File: src/rtl/counter_scheduler.sv
// Round-robin owner of one shared interval counter: arbitrates requesters, counts
// 0..period for the winner, pulses done, then re-arbitrates from the next index.
module counter_scheduler #(
  parameter  int unsigned REQ_NUM   = 4,
  parameter  int unsigned MAX_VALUE = 255,
  localparam int unsigned WIDTH     = $clog2(MAX_VALUE + 1),
  localparam int unsigned IDX_W     = $clog2(REQ_NUM)
) (
  input  logic                       i_clk,
  input  logic                       i_s_rst,
  input  logic [REQ_NUM-1:0]         i_req,
  input  logic [REQ_NUM*WIDTH-1:0]   i_period,
  output logic [REQ_NUM-1:0]         o_grant,
  output logic [IDX_W-1:0]           o_idx,
  output logic                       o_busy,
  output logic [WIDTH-1:0]           o_value,
  output logic [REQ_NUM-1:0]         o_done
);

  typedef enum logic [1:0] {
    ST_IDLE  = 2'd0,
    ST_COUNT = 2'd1,
    ST_DONE  = 2'd2
  } state_t;

  state_t              state_q, state_d;
  logic [IDX_W-1:0]    idx_q, idx_d;
  logic [IDX_W-1:0]    rr_q, rr_d;
  logic [WIDTH-1:0]    period_q, period_d;
  logic [WIDTH-1:0]    count_q, count_d;
  logic [REQ_NUM-1:0]  grant_q, grant_d;
  logic [REQ_NUM-1:0]  done_q, done_d;
  logic                busy_q, busy_d;

  logic                win_found;
  logic [IDX_W-1:0]    win_idx;
  logic [WIDTH-1:0]    win_period;
  logic [WIDTH-1:0]    win_period_sat;

  // Index arithmetic modulo REQ_NUM (REQ_NUM need not be a power of two)
  function automatic logic [IDX_W-1:0] wrap_add(input logic [IDX_W-1:0] a,
                                                input int unsigned b);
    return IDX_W'((32'(a) + b) % REQ_NUM);
  endfunction

  // First asserted request at or after the rr pointer
  always_comb begin
    win_found = 1'b0;
    win_idx   = '0;
    for (int unsigned k = 0; k < REQ_NUM; k++) begin
      if (!win_found && i_req[wrap_add(rr_q, k)]) begin
        win_found = 1'b1;
        win_idx   = wrap_add(rr_q, k);
      end
    end
  end

  assign win_period     = i_period[32'(win_idx)*WIDTH +: WIDTH];
  assign win_period_sat = ({1'b0, win_period} > (WIDTH+1)'(MAX_VALUE)) ?
                          WIDTH'(MAX_VALUE) : win_period;

  // Next-state and next-output logic
  always_comb begin
    state_d  = state_q;
    idx_d    = idx_q;
    rr_d     = rr_q;
    period_d = period_q;
    count_d  = count_q;
    grant_d  = '0;
    done_d   = '0;
    busy_d   = 1'b0;
    unique case (state_q)
      ST_IDLE: begin
        if (win_found) begin
          state_d  = ST_COUNT;
          idx_d    = win_idx;
          period_d = win_period_sat;
          count_d  = '0;
          grant_d  = REQ_NUM'(1) << win_idx;
          busy_d   = 1'b1;
        end
      end
      ST_COUNT: begin
        if (!i_req[idx_q]) begin
          // Owner withdrew: release without a done pulse
          state_d = ST_IDLE;
          rr_d    = wrap_add(idx_q, 1);
        end else if (count_q == period_q) begin
          state_d        = ST_DONE;
          done_d[idx_q]  = 1'b1;
        end else begin
          count_d = count_q + WIDTH'(1);
          grant_d = REQ_NUM'(1) << idx_q;
          busy_d  = 1'b1;
        end
      end
      ST_DONE: begin
        state_d = ST_IDLE;
        rr_d    = wrap_add(idx_q, 1);
      end
      default: state_d = ST_IDLE;
    endcase
  end

  always_ff @(posedge i_clk) begin
    if (i_s_rst) begin
      state_q  <= ST_IDLE;
      idx_q    <= '0;
      rr_q     <= '0;
      period_q <= '0;
      count_q  <= '0;
      grant_q  <= '0;
      done_q   <= '0;
      busy_q   <= 1'b0;
    end else begin
      state_q  <= state_d;
      idx_q    <= idx_d;
      rr_q     <= rr_d;
      period_q <= period_d;
      count_q  <= count_d;
      grant_q  <= grant_d;
      done_q   <= done_d;
      busy_q   <= busy_d;
    end
  end

  assign o_grant = grant_q;
  assign o_idx   = idx_q;
  assign o_busy  = busy_q;
  assign o_value = count_q;
  assign o_done  = done_q;

endmodule

File: config.mk
export PLATFORM = sky130hd
export DESIGN_NAME = counter_scheduler
export DESIGN_NICKNAME = d
export VERILOG_FILES = /design/src/rtl/counter_scheduler.sv
export SDC_FILE = /design/constraint.sdc
export NUM_CORES = 1
export LEC_CHECK = 0
export CAP_MARGIN = 20
export CORE_UTILIZATION = 50
export CTS_BUF_LIST = sky130_fd_sc_hd__clkbuf_2
export CTS_CLUSTER_DIAMETER = 120
export DETAILED_ROUTE_END_ITERATION = 10
export GPL_ROUTABILITY_DRIVEN = 0
export PLACE_DENSITY = 0.85
export SYNTH_ARGS = -nofsm -noshare
export SYNTH_HDL_FRONTEND = slang
export SYNTH_SLANG_ARGS = --single-unit
File: constraint.sdc
create_clock -name i_clk -period 5.36 [get_ports i_clk]
set_input_delay 0.536 -clock i_clk [delete_from_list [all_inputs] [get_ports i_clk]]
set_output_delay 0.536 -clock i_clk [all_outputs]
set_load 0.01 [all_outputs]
==> parameters.txt, run 1 <==
Parameter                              Value

Finish
  Non-filler instance count after layout ... approximately 280
  Diode insertion count for antenna repair ... 0
  Final instance area ... ~0.0023 mm2
  Signed area change from the synthesized netlist to the final layout ... 38.62%
  Final net count ... 276
  Ratio of cells with drive above 1 in the final layout ... under 10%

Clock network
  Number of setup buffers added after CTS ... 0
  Maximum root-to-sink buffer count ... 2
  TritonCTS Buffers ... 5
  TritonCTS clock tree ... done
  Clock slew at reported path FFs ... between 150 and 200 ps
  Clock latency on the worst-skew pair ... approximately 370 ps
  Clock root cell ... sky130_fd_sc_hd__clkbuf_2
  Htree depth ... 2
  Resized cells post-CTS ... 0
  Number of hold buffers added after cts ... 0
  Clock sinks ... 31

Setup path
  Depth of the worst register-to-register path ... 5
  Type of element launching the critical path ... primary input
  Arrival time reported for the critical path endpoint ... ~2700 ps
  CP required ... roughly 5700 ps
  Largest driver fanout on the critical path ... 12
  FF-to-FF End ... o_value[6]$_SDFFE_PP0P_
  Critical path endpoint category ... register
  Kind of critical path ... in2reg
  RR Startpoint ... o_idx[0]$_SDFFE_PP0P_
  Register-to-Register Setup Slack ... around 3400 ps

Floorplanning
  Num ports ... 57
  Area enclosed by the die boundary ... about 0.0036 mm2
  Placement row count ... 20
  Placeable core region ... ~0.0031 mm2
  Die Y-Extent ... ~60 um
  Effective utilization at floorplan ... a little over half
  Die extent in x ... ~60 um

Drt
  Remaining antenna violation count ... 0
  DRT Pass-1 Iters ... 4
  Count of vias placed by the detailed router ... ~1,600
  Via density per instance ... between 5 and 6
  DRC Markers ... 0
  Average wire length per cell after detail routing ... roughly 15 um
  Drt first-iter violations ... 91
  Post-Route WL ... 4104 um

Placed design
  Placed Instances ... 269
  Final HPWL DP ... approximately 3200 um
  Port buffer count ... 56
  Placed standard-cell area ... 0.002253 mm2

Logic synthesis
  Yosys warning count ... 0
  Net Count, Synth ... 219
  Proportion of synthesized flip-flops having asynchronous set or reset ... 0%
  Number of enable flip-flop cells after synthesis ... 0
  Simple logic cell fraction of the synthesized area ... between 15 and 20%
  Synthesized area per cell ... about 9.5 um2
  Post-Syn Area ... approximately 0.0017 mm2
  Cell types with the largest area share after synthesis ... sky130_fd_sc_hd__dfxtp_1 (37%), sky130_fd_sc_hd__mux2i_1 (11%), sky130_fd_sc_hd__o221ai_1 (4.7%)
  Post-synthesis compound-gate area fraction ... about a fifth
  Area share of fa/ha/maj cells after synthesis ... about 3.8%
  Register area share after synthesis ... 37.27%
  Main combinational cell family by area after synthesis ... compound AO/OA/AOI/OAI gates
  Proportion of netlist area held by the largest area contributor ... between 30 and 40%
  Leading area contributor after synthesis ... sky130_fd_sc_hd__dfxtp_1
  List of most frequent post-synthesis cells ... sky130_fd_sc_hd__dfxtp_1 (31), sky130_fd_sc_hd__mux2i_1 (18), sky130_fd_sc_hd__nor2_1 (15)
  Parity-gate share of the synthesized area counting xor and xnor cells ... around 4.7%
  Gate Count Post-Synth ... about 180
  Most common cell in the synthesized netlist ... sky130_fd_sc_hd__dfxtp_1
  Synthesis-stage register bit count ... 31
  Multiplexer fraction of the synthesized cell area ... about an eighth
  Primary flip-flop cell chosen by synthesis mapping ... sky130_fd_sc_hd__dfxtp_1
  Yosys cell types ... 44

STA
  Clock tree skew after final layout ... 13.10 ps
  Total setup violations reported at the end of the flow ... 0
  Worst max-slew margin expressed relative to the limit ... a little under three fifths
  Total count of max-transition violations in the final report ... 0
  RSZ-0062 raised after global routing ... false
  Min Tclk post-route ... between 2000 and 2500 ps
  Slew at the pin closest to its max-slew limit ... approximately 650 ps
  Maximum clock frequency ... about 430 MHz
  Final sum of negative setup slack ... 0 ps
  Final Cycle Share ... 43.60%
  Final Hold Fails ... 0

Power and ir drop
  Post-route total power ... 0.5994 mW
  Power density over the cells ... between 200 and 300 mW/mm2
  Maximum vdd ir drop ... between 150 and 200 uV
  Static Leakage ... 0.9417 nW

Min path
  Hold WC Path Type ... reg2reg
  Beginning of the worst hold path ... rr_q[0]$_SDFFE_PP0P_
  Hold-critical path depth ... 2
  Sink of the worst hold path ... rr_q[0]$_SDFFE_PP0P_

Global route
  Via count of the first global-routing pass ... roughly 1,500
  Largest net degree at the start of global routing ... 20
  First-pass GRT wire length ... between 6000 and 7000 um
  GRT overflow ... 0
  Antenna violations before repair ... 0
  Global Route Usage Sum ... between 20% and 30%

Run
  Max-cap violation count ... 0

Outcome
  Result of the run ... complete, no violations
layer usage:
metal	vias up	track usage, %	part of all wire [%]
li1	768	-	-
met1	726	29.65	40
met2	80	44.60	51
met3	9	5.844	6.6
met4	0	12.62	2.3
met5	-	0	0
worst max-delay path by stage:
| stage | end | slack (ps) | startpoint |
|---|---|---|---|
| 2_1_floorplan | o_value[4]$_SDFFE_PP0P_ | 3440 | i_req[2] |
| 3_3_place_gp | period_q[1]$_SDFFE_PP0P_ | 2680 | i_req[0] |
| 3_5_place_dp | period_q[3]$_SDFFE_PP0P_ | 2500 | i_req[0] |
| 4_1_cts | period_q[3]$_SDFFE_PP0P_ | 2880 | i_req[0] |
| 5_1_grt | o_value[4]$_SDFFE_PP0P_ | 2940 | i_req[3] |
| 6_report | o_value[4]$_SDFFE_PP0P_ | 3020 | i_req[3] |
critical path: stages:
cell and delay, ps:
sky130_fd_sc_hd__clkdlybuf4s50_1 490, sky130_fd_sc_hd__or4_4 570, sky130_fd_sc_hd__nand3_2 220, sky130_fd_sc_hd__nand2_1 210, sky130_fd_sc_hd__or4b_1 540, sky130_fd_sc_hd__nand2_1 80
cell usage in the layout (no fill, tap or decap), types with 4 or more instances in the layout:
master,netlist,final
sky130_fd_sc_hd__a21oi_1,9,9
sky130_fd_sc_hd__xor2_1,8,8
sky130_fd_sc_hd__and2_1,4,4
sky130_fd_sc_hd__nand2_1,11,11
sky130_fd_sc_hd__nor2_1,15,15
sky130_fd_sc_hd__clkbuf_2,0,5
sky130_fd_sc_hd__clkdlybuf4s50_1,0,56
sky130_fd_sc_hd__ha_1,5,5
sky130_fd_sc_hd__mux2i_1,18,18
sky130_fd_sc_hd__nand3_1,11,11
sky130_fd_sc_hd__o221ai_1,9,8
sky130_fd_sc_hd__inv_1,9,9
sky130_fd_sc_hd__dfxtp_1,31,31
state kept, by name, indices dropped and copies added (netlist names):
| signal | flops |
|---|---|
| o_grant | 4 |
| o_idx | 2 |
| state_q | 2 |
| period_q | 8 |
| o_busy | 1 |
| o_value | 8 |
| o_done | 4 |
| rr_q | 2 |
power breakdown:
part | total [mW] | switching (mW) | internal [mW]
Sequential | 0.279 | 0.0241 | 0.255
Clock | 0.112 | 0.0817 | 0.0299
Combinational | 0.209 | 0.108 | 0.101
Total | 0.599 | 0.214 | 0.386
stage by stage:
step	setup WS, ps	hold WS [ps]	util (%)
after floorplan	3441	474.0	-
after global placement	2682	506.0	72.62
after detailed placement	2500	509.0	72.62
after CTS	2881	544.3	73.91
after global routing	2941	566.5	74.40
final	3023	542.0	74.40
cell type report:
| cell class | instances | area (um2) |
|---|---|---|
| clock buffers | 5 | 25.02 |
| clock inverters | 3 | 15.01 |
| fillers | 257 | 794.5 |
| inverters | 9 | 33.78 |
| multi-input cells | 129 | 983.4 |
| flip-flops and latches | 31 | 620.6 |
| well taps | 44 | 55.05 |
| repair buffers | 57 | 575.6 |
cells by family (layout without fill, tap and decap cells):
logic type	Yosys count	in the layout
AND/OR/NAND/NOR	55	55
AO/OA/AOI/OAI	40	40
flip-flops	31	31
multiplexers	20	20
buffers and inverters	16	74
XOR/XNOR	9	9
adder cells (fa/ha/maj)	5	5
Power figures use the tool's default switching activity.
==> inputs of run 2 (changes only) <==
--- a/config.mk
+++ b/config.mk
@@ -6,12 +6,12 @@
 export NUM_CORES = 1
 export LEC_CHECK = 0
 export CAP_MARGIN = 20
-export CORE_UTILIZATION = 50
+export CORE_UTILIZATION = 47
 export CTS_BUF_LIST = sky130_fd_sc_hd__clkbuf_2
 export CTS_CLUSTER_DIAMETER = 120
 export DETAILED_ROUTE_END_ITERATION = 10
 export GPL_ROUTABILITY_DRIVEN = 0
-export PLACE_DENSITY = 0.85
+export PLACE_DENSITY = 0.8
 export SYNTH_ARGS = -nofsm -noshare
 export SYNTH_HDL_FRONTEND = slang
 export SYNTH_SLANG_ARGS = --single-unit
==> constraint.sdc (replaced) <==
create_clock -name i_clk -period 2.2 [get_ports i_clk]
set_input_delay 0.22 -clock i_clk [delete_from_list [all_inputs] [get_ports i_clk]]
set_output_delay 0.22 -clock i_clk [all_outputs]
set_load 0.01 [all_outputs]
==> parameters.txt, run 2 (synthesis gave the netlist of run 1 again) <==
Parameter                              Value

Outcome
  Result of the run ... complete, no violations

Drt
  Remaining antenna violation count ... 0
  DRC Markers ... 0
  Post-Route WL ... around 4200 um
  Drt first-iter violations ... between 100 and 150
  Count of vias placed by the detailed router ... 1,625
  DRT Pass-1 Iters ... 6
  Average wire length per cell after detail routing ... about 15 um
  Via density per instance ... 5.682

STA
  Slew at the pin closest to its max-slew limit ... ~460 ps
  Clock tree skew after final layout ... ~18 ps
  Maximum clock frequency ... between 500 and 600 MHz
  Worst max-slew margin expressed relative to the limit ... between 60% and 70%
  Total count of max-transition violations in the final report ... 0
  Final sum of negative setup slack ... 0 ps
  Final Hold Slack ... between 500 and 600 ps
  Min Tclk post-route ... between 1500 and 2000 ps
  Total setup violations reported at the end of the flow ... 0
  Final Cycle Share ... between 80% and 90%
  Final Hold Fails ... 0
  RSZ-0062 raised after global routing ... false

Clock network
  Clock root cell ... sky130_fd_sc_hd__clkbuf_2
  TritonCTS Buffers ... 5
  Maximum root-to-sink buffer count ... 2
  Clock latency on the worst-skew pair ... ~370 ps
  Clock sinks ... 31
  Number of setup buffers added after CTS ... 0
  TritonCTS clock tree ... done
  Clock slew at reported path FFs ... 160 ps
  Number of hold buffers added after cts ... 0
  Htree depth ... 2
  Resized cells post-CTS ... 0

Min path
  Hold WC Path Type ... in2reg

Setup path
  CP required ... around 2500 ps
  Type of element launching the critical path ... register
  Worst Setup SP ... o_value[3]$_SDFFE_PP0P_
  Arrival time reported for the critical path endpoint ... approximately 2100 ps
  CP peak stage delay ... 470 ps
  RR Startpoint ... o_value[3]$_SDFFE_PP0P_
  FF-to-FF End ... o_value[5]$_SDFFE_PP0P_
  Worst setup path endpoint ... o_value[5]$_SDFFE_PP0P_
  Kind of critical path ... reg2reg
  Register-to-Register Setup Slack ... 340 ps
  Worst-path cell chain ... xor2_1 -> nor4_4 -> a31o_2 -> o41ai_1 -> a21oi_1
  Critical path endpoint category ... register
  Cell type of the slowest stage on the worst timing path ... sky130_fd_sc_hd__dfxtp_1
  Depth of the worst register-to-register path ... 5
  Largest driver fanout on the critical path ... 8

Finish
  Most frequent cells in the layout ... sky130_fd_sc_hd__clkdlybuf4s50_1 (56), sky130_fd_sc_hd__dfxtp_1 (31), sky130_fd_sc_hd__mux2i_1 (18)
  Final net count ... 282
  Number of fillers in the final layout ... between 200 and 300
  Non-filler instance count after layout ... approximately 290
  Diode insertion count for antenna repair ... 0
  Signed area change from the synthesized netlist to the final layout ... 41.77%
  Ratio of cells with drive above 1 in the final layout ... roughly 11%
  Most common cell after layout, fill and taps aside ... sky130_fd_sc_hd__clkdlybuf4s50_1

Floorplanning
  Effective utilization at floorplan ... about half
  Area enclosed by the die boundary ... around 0.0038 mm2
  Placeable core region ... about 0.0034 mm2
  Die extent in x ... a little over 60 um
  Num ports ... 57
  Placement row count ... 21
  Die Y-Extent ... 61.53 um

Global route
  Largest net degree at the start of global routing ... 16
  First-pass GRT wire length ... 6672 um
  Antenna violations before repair ... 0
  Via count of the first global-routing pass ... around 1,500
  GRT overflow ... 0
  Global Route Usage Sum ... a little under a quarter

Placed design
  Port buffer count ... between 50 and 60
  Placed Instances ... 278
  Final HPWL DP ... roughly 3300 um

Run
  Max-cap violation count ... 0

Power and ir drop
  Maximum vdd ir drop ... approximately 380 uV
  Power density over the cells ... ~630 mW/mm2
  Static Leakage ... 0.9736 nW
-- run 2: cell count changes in the layout (fill, tap and decap cells not counted) --
cell	change
sky130_fd_sc_hd__clkinv_2	-2
sky130_fd_sc_hd__clkbuf_2	+2
sky130_fd_sc_hd__buf_12	+1
sky130_fd_sc_hd__buf_8	-1
sky130_fd_sc_hd__buf_4	+6
-- run 2: cell type report --
cell class	count	area (um2)	share of cell area, %
sequential	31	620.6	26.29
timing repair buffer	63	625.6	26.50
tap	46	57.56	2.438
clock buffer	7	35.03	1.484
clock inverter	1	5.005	0.2120
multi-input combinational	129	983.4	41.65
inverter	9	33.78	1.431
-- run 2: critical path, delay by kind of cell (launching register included) --
kind | cells | cell delay (ps)
DFF | 1 | 470
xor gates and xnor gates | 1 | 290
AOI/OAI and AO/OA | 3 | 870
and+or+nand+nor | 1 | 130
-- run 2: how the worst min path moves through the flow --
| stage | to | depth (start not counted) | startpoint |
|---|---|---|---|
| after floorplan | o_idx[1]$_SDFFE_PP0P_ | 1 | i_s_rst |
| after global placement | period_q[7]$_SDFFE_PP0P_ | 2 | period_q[7]$_SDFFE_PP0P_ |
| after detailed placement | period_q[0]$_SDFFE_PP0P_ | 2 | period_q[0]$_SDFFE_PP0P_ |
| after CTS | period_q[4]$_SDFFE_PP0P_ | 3 | i_period[28] |
| after global routing | period_q[3]$_SDFFE_PP0P_ | 3 | i_period[27] |
| final | period_q[5]$_SDFFE_PP0P_ | 3 | i_period[13] |
-- run 2: per-layer routing --
| metal | share of wire, % | vias up | routed length, um | GRT usage (%) |
|---|---|---|---|---|
| met3 | 5.9 | 8 | 251 | 5.042 |
| met5 | 0 | - | 0 | 0 |
| li1 | - | 784 | - | - |
| met4 | 1.7 | 0 | 70 | 10.48 |
| met2 | 51 | 80 | 2162 | 40.86 |
| met1 | 41 | 753 | 1743 | 28.87 |
-- run 2: stage by stage --
stage	area (um2)	power (mW)	setup slack [ps]	util [%]
floorplan	1665	1.007	372.7	-
global placement	2321	1.197	74.75	69.01
detailed placement	2321	1.220	21.42	69.01
CTS	2361	1.496	350.4	70.20
global route	2361	1.572	119.1	70.20
finish	2361	1.496	338.9	70.20
-- run 2: power by group --
group | switching (mW) | internal [mW]
clock network | 0.196 | 0.0867
registers | 0.0596 | 0.621
logic | 0.269 | 0.264
==> inputs of run 3 (changes only) <==
--- a/config.mk
+++ b/config.mk
@@ -6,12 +6,12 @@
 export NUM_CORES = 1
 export LEC_CHECK = 0
 export CAP_MARGIN = 20
-export CORE_UTILIZATION = 47
+export CORE_UTILIZATION = 42
 export CTS_BUF_LIST = sky130_fd_sc_hd__clkbuf_2
 export CTS_CLUSTER_DIAMETER = 120
 export DETAILED_ROUTE_END_ITERATION = 10
 export GPL_ROUTABILITY_DRIVEN = 0
-export PLACE_DENSITY = 0.8
+export PLACE_DENSITY = 0.76
 export SYNTH_ARGS = -nofsm -noshare
 export SYNTH_HDL_FRONTEND = slang
 export SYNTH_SLANG_ARGS = --single-unit
==> constraint.sdc (replaced) <==
create_clock -name i_clk -period 1.7 [get_ports i_clk]
set_input_delay 0.17 -clock i_clk [delete_from_list [all_inputs] [get_ports i_clk]]
set_output_delay 0.17 -clock i_clk [all_outputs]
set_load 0.01 [all_outputs]
==> parameters.txt, run 3 (synthesis gave the netlist of run 1 again) <==
Parameter                              Value

Outcome
  Result of the run ... finished with violations
  Violated checks ... negative setup slack

Drt
  Remaining antenna violation count ... 0
  Average wire length per cell after detail routing ... approximately 15 um
  DRC Markers ... 0
  Drt first-iter violations ... 87
  Top layer used by detailed routing ... met4
  Post-Route WL ... approximately 4600 um
  Met1 routed wirelength after detailed routing ... ~2000 um
  DRT Pass-1 Iters ... 4
  Met2 wire len ... between 2000 and 2500 um
  Via density per instance ... ~5.5
  Count of vias placed by the detailed router ... roughly 1,700
  WL met3 ... 264 um

STA
  RSZ-0062 raised after global routing ... true
  Total setup violations reported at the end of the flow ... 4
  Final Cycle Share ... 102.6%
  Final Hold Slack ... roughly 460 ps
  Final Hold Fails ... 0
  Maximum clock frequency ... 573.4 MHz
  Worst max-slew margin expressed relative to the limit ... 68.92%
  Total count of max-transition violations in the final report ... 0
  Setup slack after layout ... -44.06 ps
  Min Tclk post-route ... ~1700 ps
  Slew at the pin closest to its max-slew limit ... about 460 ps
  Clock tree skew after final layout ... roughly 12 ps

Finish
  Non-filler instance count after layout ... around 310
  Ratio of cells with drive above 1 in the final layout ... ~25%
  Final instance area ... around 0.0027 mm2
  Final net count ... roughly 300
  Diode insertion count for antenna repair ... 0
  Final design utilization ... 72.23%
  Most common cell after layout, fill and taps aside ... sky130_fd_sc_hd__clkdlybuf4s50_1
  Number of fillers in the final layout ... a little under 300
  Most frequent cells in the layout ... sky130_fd_sc_hd__clkdlybuf4s50_1 (56), sky130_fd_sc_hd__buf_4 (28), sky130_fd_sc_hd__dfxtp_1 (26)
  Signed area change from the synthesized netlist to the final layout ... 62.36%

Setup path
  Kind of critical path ... reg2reg
  Arrival time reported for the critical path endpoint ... 2030 ps
  Largest driver fanout on the critical path ... 5
  Cell type of the slowest stage on the worst timing path ... sky130_fd_sc_hd__nor4_4
  Critical path endpoint category ... register
  CP required ... just under 2000 ps
  Type of element launching the critical path ... register
  CP peak stage delay ... ~480 ps
  Worst-path cell chain ... xor2_2 -> nor4_4 -> a311oi_2 -> buf_4 -> xnor2_1 -> nor2_1

Placed design
  Placed standard-cell area ... 0.002472 mm2
  Final HPWL DP ... around 3200 um
  Port buffer count ... 56
  Placed Instances ... 298

Power and ir drop
  P_int ... 1.497 mW
  Static Leakage ... 1.130 nW
  Power density over the cells ... ~830 mW/mm2
  Maximum vdd ir drop ... ~440 uV
  Post-route total power ... between 2 and 2.5 mW
  Switching part of the total power ... between 30 and 40%
  Net switching power of the design ... ~0.74 mW
  Power share of the combinational group ... ~38%
  Flop pwr share ... approximately 39%
  Part of the power in the clock network ... around 23%

Clock network
  Maximum root-to-sink buffer count ... 2
  Clock root cell ... sky130_fd_sc_hd__clkbuf_2
  Clock latency on the worst-skew pair ... slightly below 400 ps
  Htree depth ... 2
  TritonCTS clock tree ... done
  Number of hold buffers added after cts ... 0
  Clock slew at reported path FFs ... between 150 and 200 ps
  Clock sinks ... 31
  TritonCTS Buffers ... 5

Floorplanning
  Placeable core region ... roughly 0.0037 mm2
  Area enclosed by the die boundary ... 0.004221 mm2
  Placement row count ... 22
  Die Y-Extent ... 64.97 um
  Num ports ... between 50 and 60
  Die extent in x ... 64.97 um
  Effective utilization at floorplan ... roughly 44%

Global route
  GRT overflow ... 0
  First-pass GRT wire length ... between 6000 and 7000 um
  Global Route Usage Sum ... between 20% and 30%
  Via count of the first global-routing pass ... 1,571
  Antenna violations before repair ... 0
  Largest net degree at the start of global routing ... 19

Min path
  Hold WC Path Type ... in2reg

Run
  Max-cap violation count ... 0
-- run 3: cell count changes in the layout (fill, tap and decap cells not counted), moves of 2 or more --
cell	previous run	this run
sky130_fd_sc_hd__xor2_2	0	2
sky130_fd_sc_hd__clkbuf_16	0	2
sky130_fd_sc_hd__dfxtp_4	0	2
sky130_fd_sc_hd__buf_4	6	28
sky130_fd_sc_hd__dfxtp_2	0	3
sky130_fd_sc_hd__clkbuf_2	7	5
sky130_fd_sc_hd__nand3_1	11	9
sky130_fd_sc_hd__nand3_2	1	3
sky130_fd_sc_hd__dfxtp_1	31	26
sky130_fd_sc_hd__mux2i_1	18	16
sky130_fd_sc_hd__xor2_1	8	6
-- run 3: path summary, 6_finish.rpt --
kind	start	cells after the start	endpoint	slack, ps
worst min-delay path	i_period[7]	3	period_q[7]$_SDFFE_PP0P_	460
worst max register to register	o_value[7]$_SDFFE_PP0P_	6	o_value[2]$_SDFFE_PP0P_	-40
worst min register to register	o_value[0]$_SDFFE_PP0P_	1	o_value[0]$_SDFFE_PP0P_	500
worst max-delay path	o_value[7]$_SDFFE_PP0P_	6	o_value[2]$_SDFFE_PP0P_	-40
-- run 3: worst max-delay path, delay by kind of cell (launching register included) --
kind | cells | cell delay (ps)
AND/OR/NAND/NOR | 2 | 550
flip-flops | 1 | 370
XOR/XNOR | 2 | 350
AO/OA/AOI/OAI | 1 | 200
buffers and inverters | 1 | 180
-- run 3: metrics by stage --
stage,worst slack (ps),TNS [ps]
after floorplan,-16.61,-16.61
after global placement,-361.9,-7721
after detailed placement,-389.7,-8477
after CTS,-42.79,-91.81
after global routing,-119.0,-1341
final,-44.06,-124.1
-- run 3: per-layer routing --
layer	vias to the layer above	GRT usage, %
met5	-	0
met4	0	10.00
met3	8	4.225
met2	70	34.38
met1	798	27.83
li1	830	-
-- run 3: cell type report --
type	count	area, um2	area share, %
Timing Repair Buffer	87	840.8	31.10
Inverter	9	33.78	1.249
Multi-Input combinational cell	129	1074	39.70
Tap cell	48	60.06	2.221
Clock inverter	3	38.79	1.435
Clock buffer	5	25.02	0.9255
Sequential cell	31	631.9	23.37
-- run 3: power groups by stage --
stage,Clock (mW),Sequential [mW],Combinational [mW]
2_1_floorplan,0,0.878,0.439
3_3_place_gp,0,0.883,0.733
3_5_place_dp,0,0.884,0.741
4_1_cts,0.507,0.869,0.763
5_1_grt,0.537,0.888,0.916
6_report,0.504,0.879,0.849
-- run 3: repair_timing --
| item | CTS | global route |
|---|---|---|
| gates cloned | 0 | 2 |
| pin swaps | 4 | 7 |
| setup buffers | 2 | 2 |
| setup endpoints to repair | 9 | 24 |
| resized for setup | 4 | 16 |
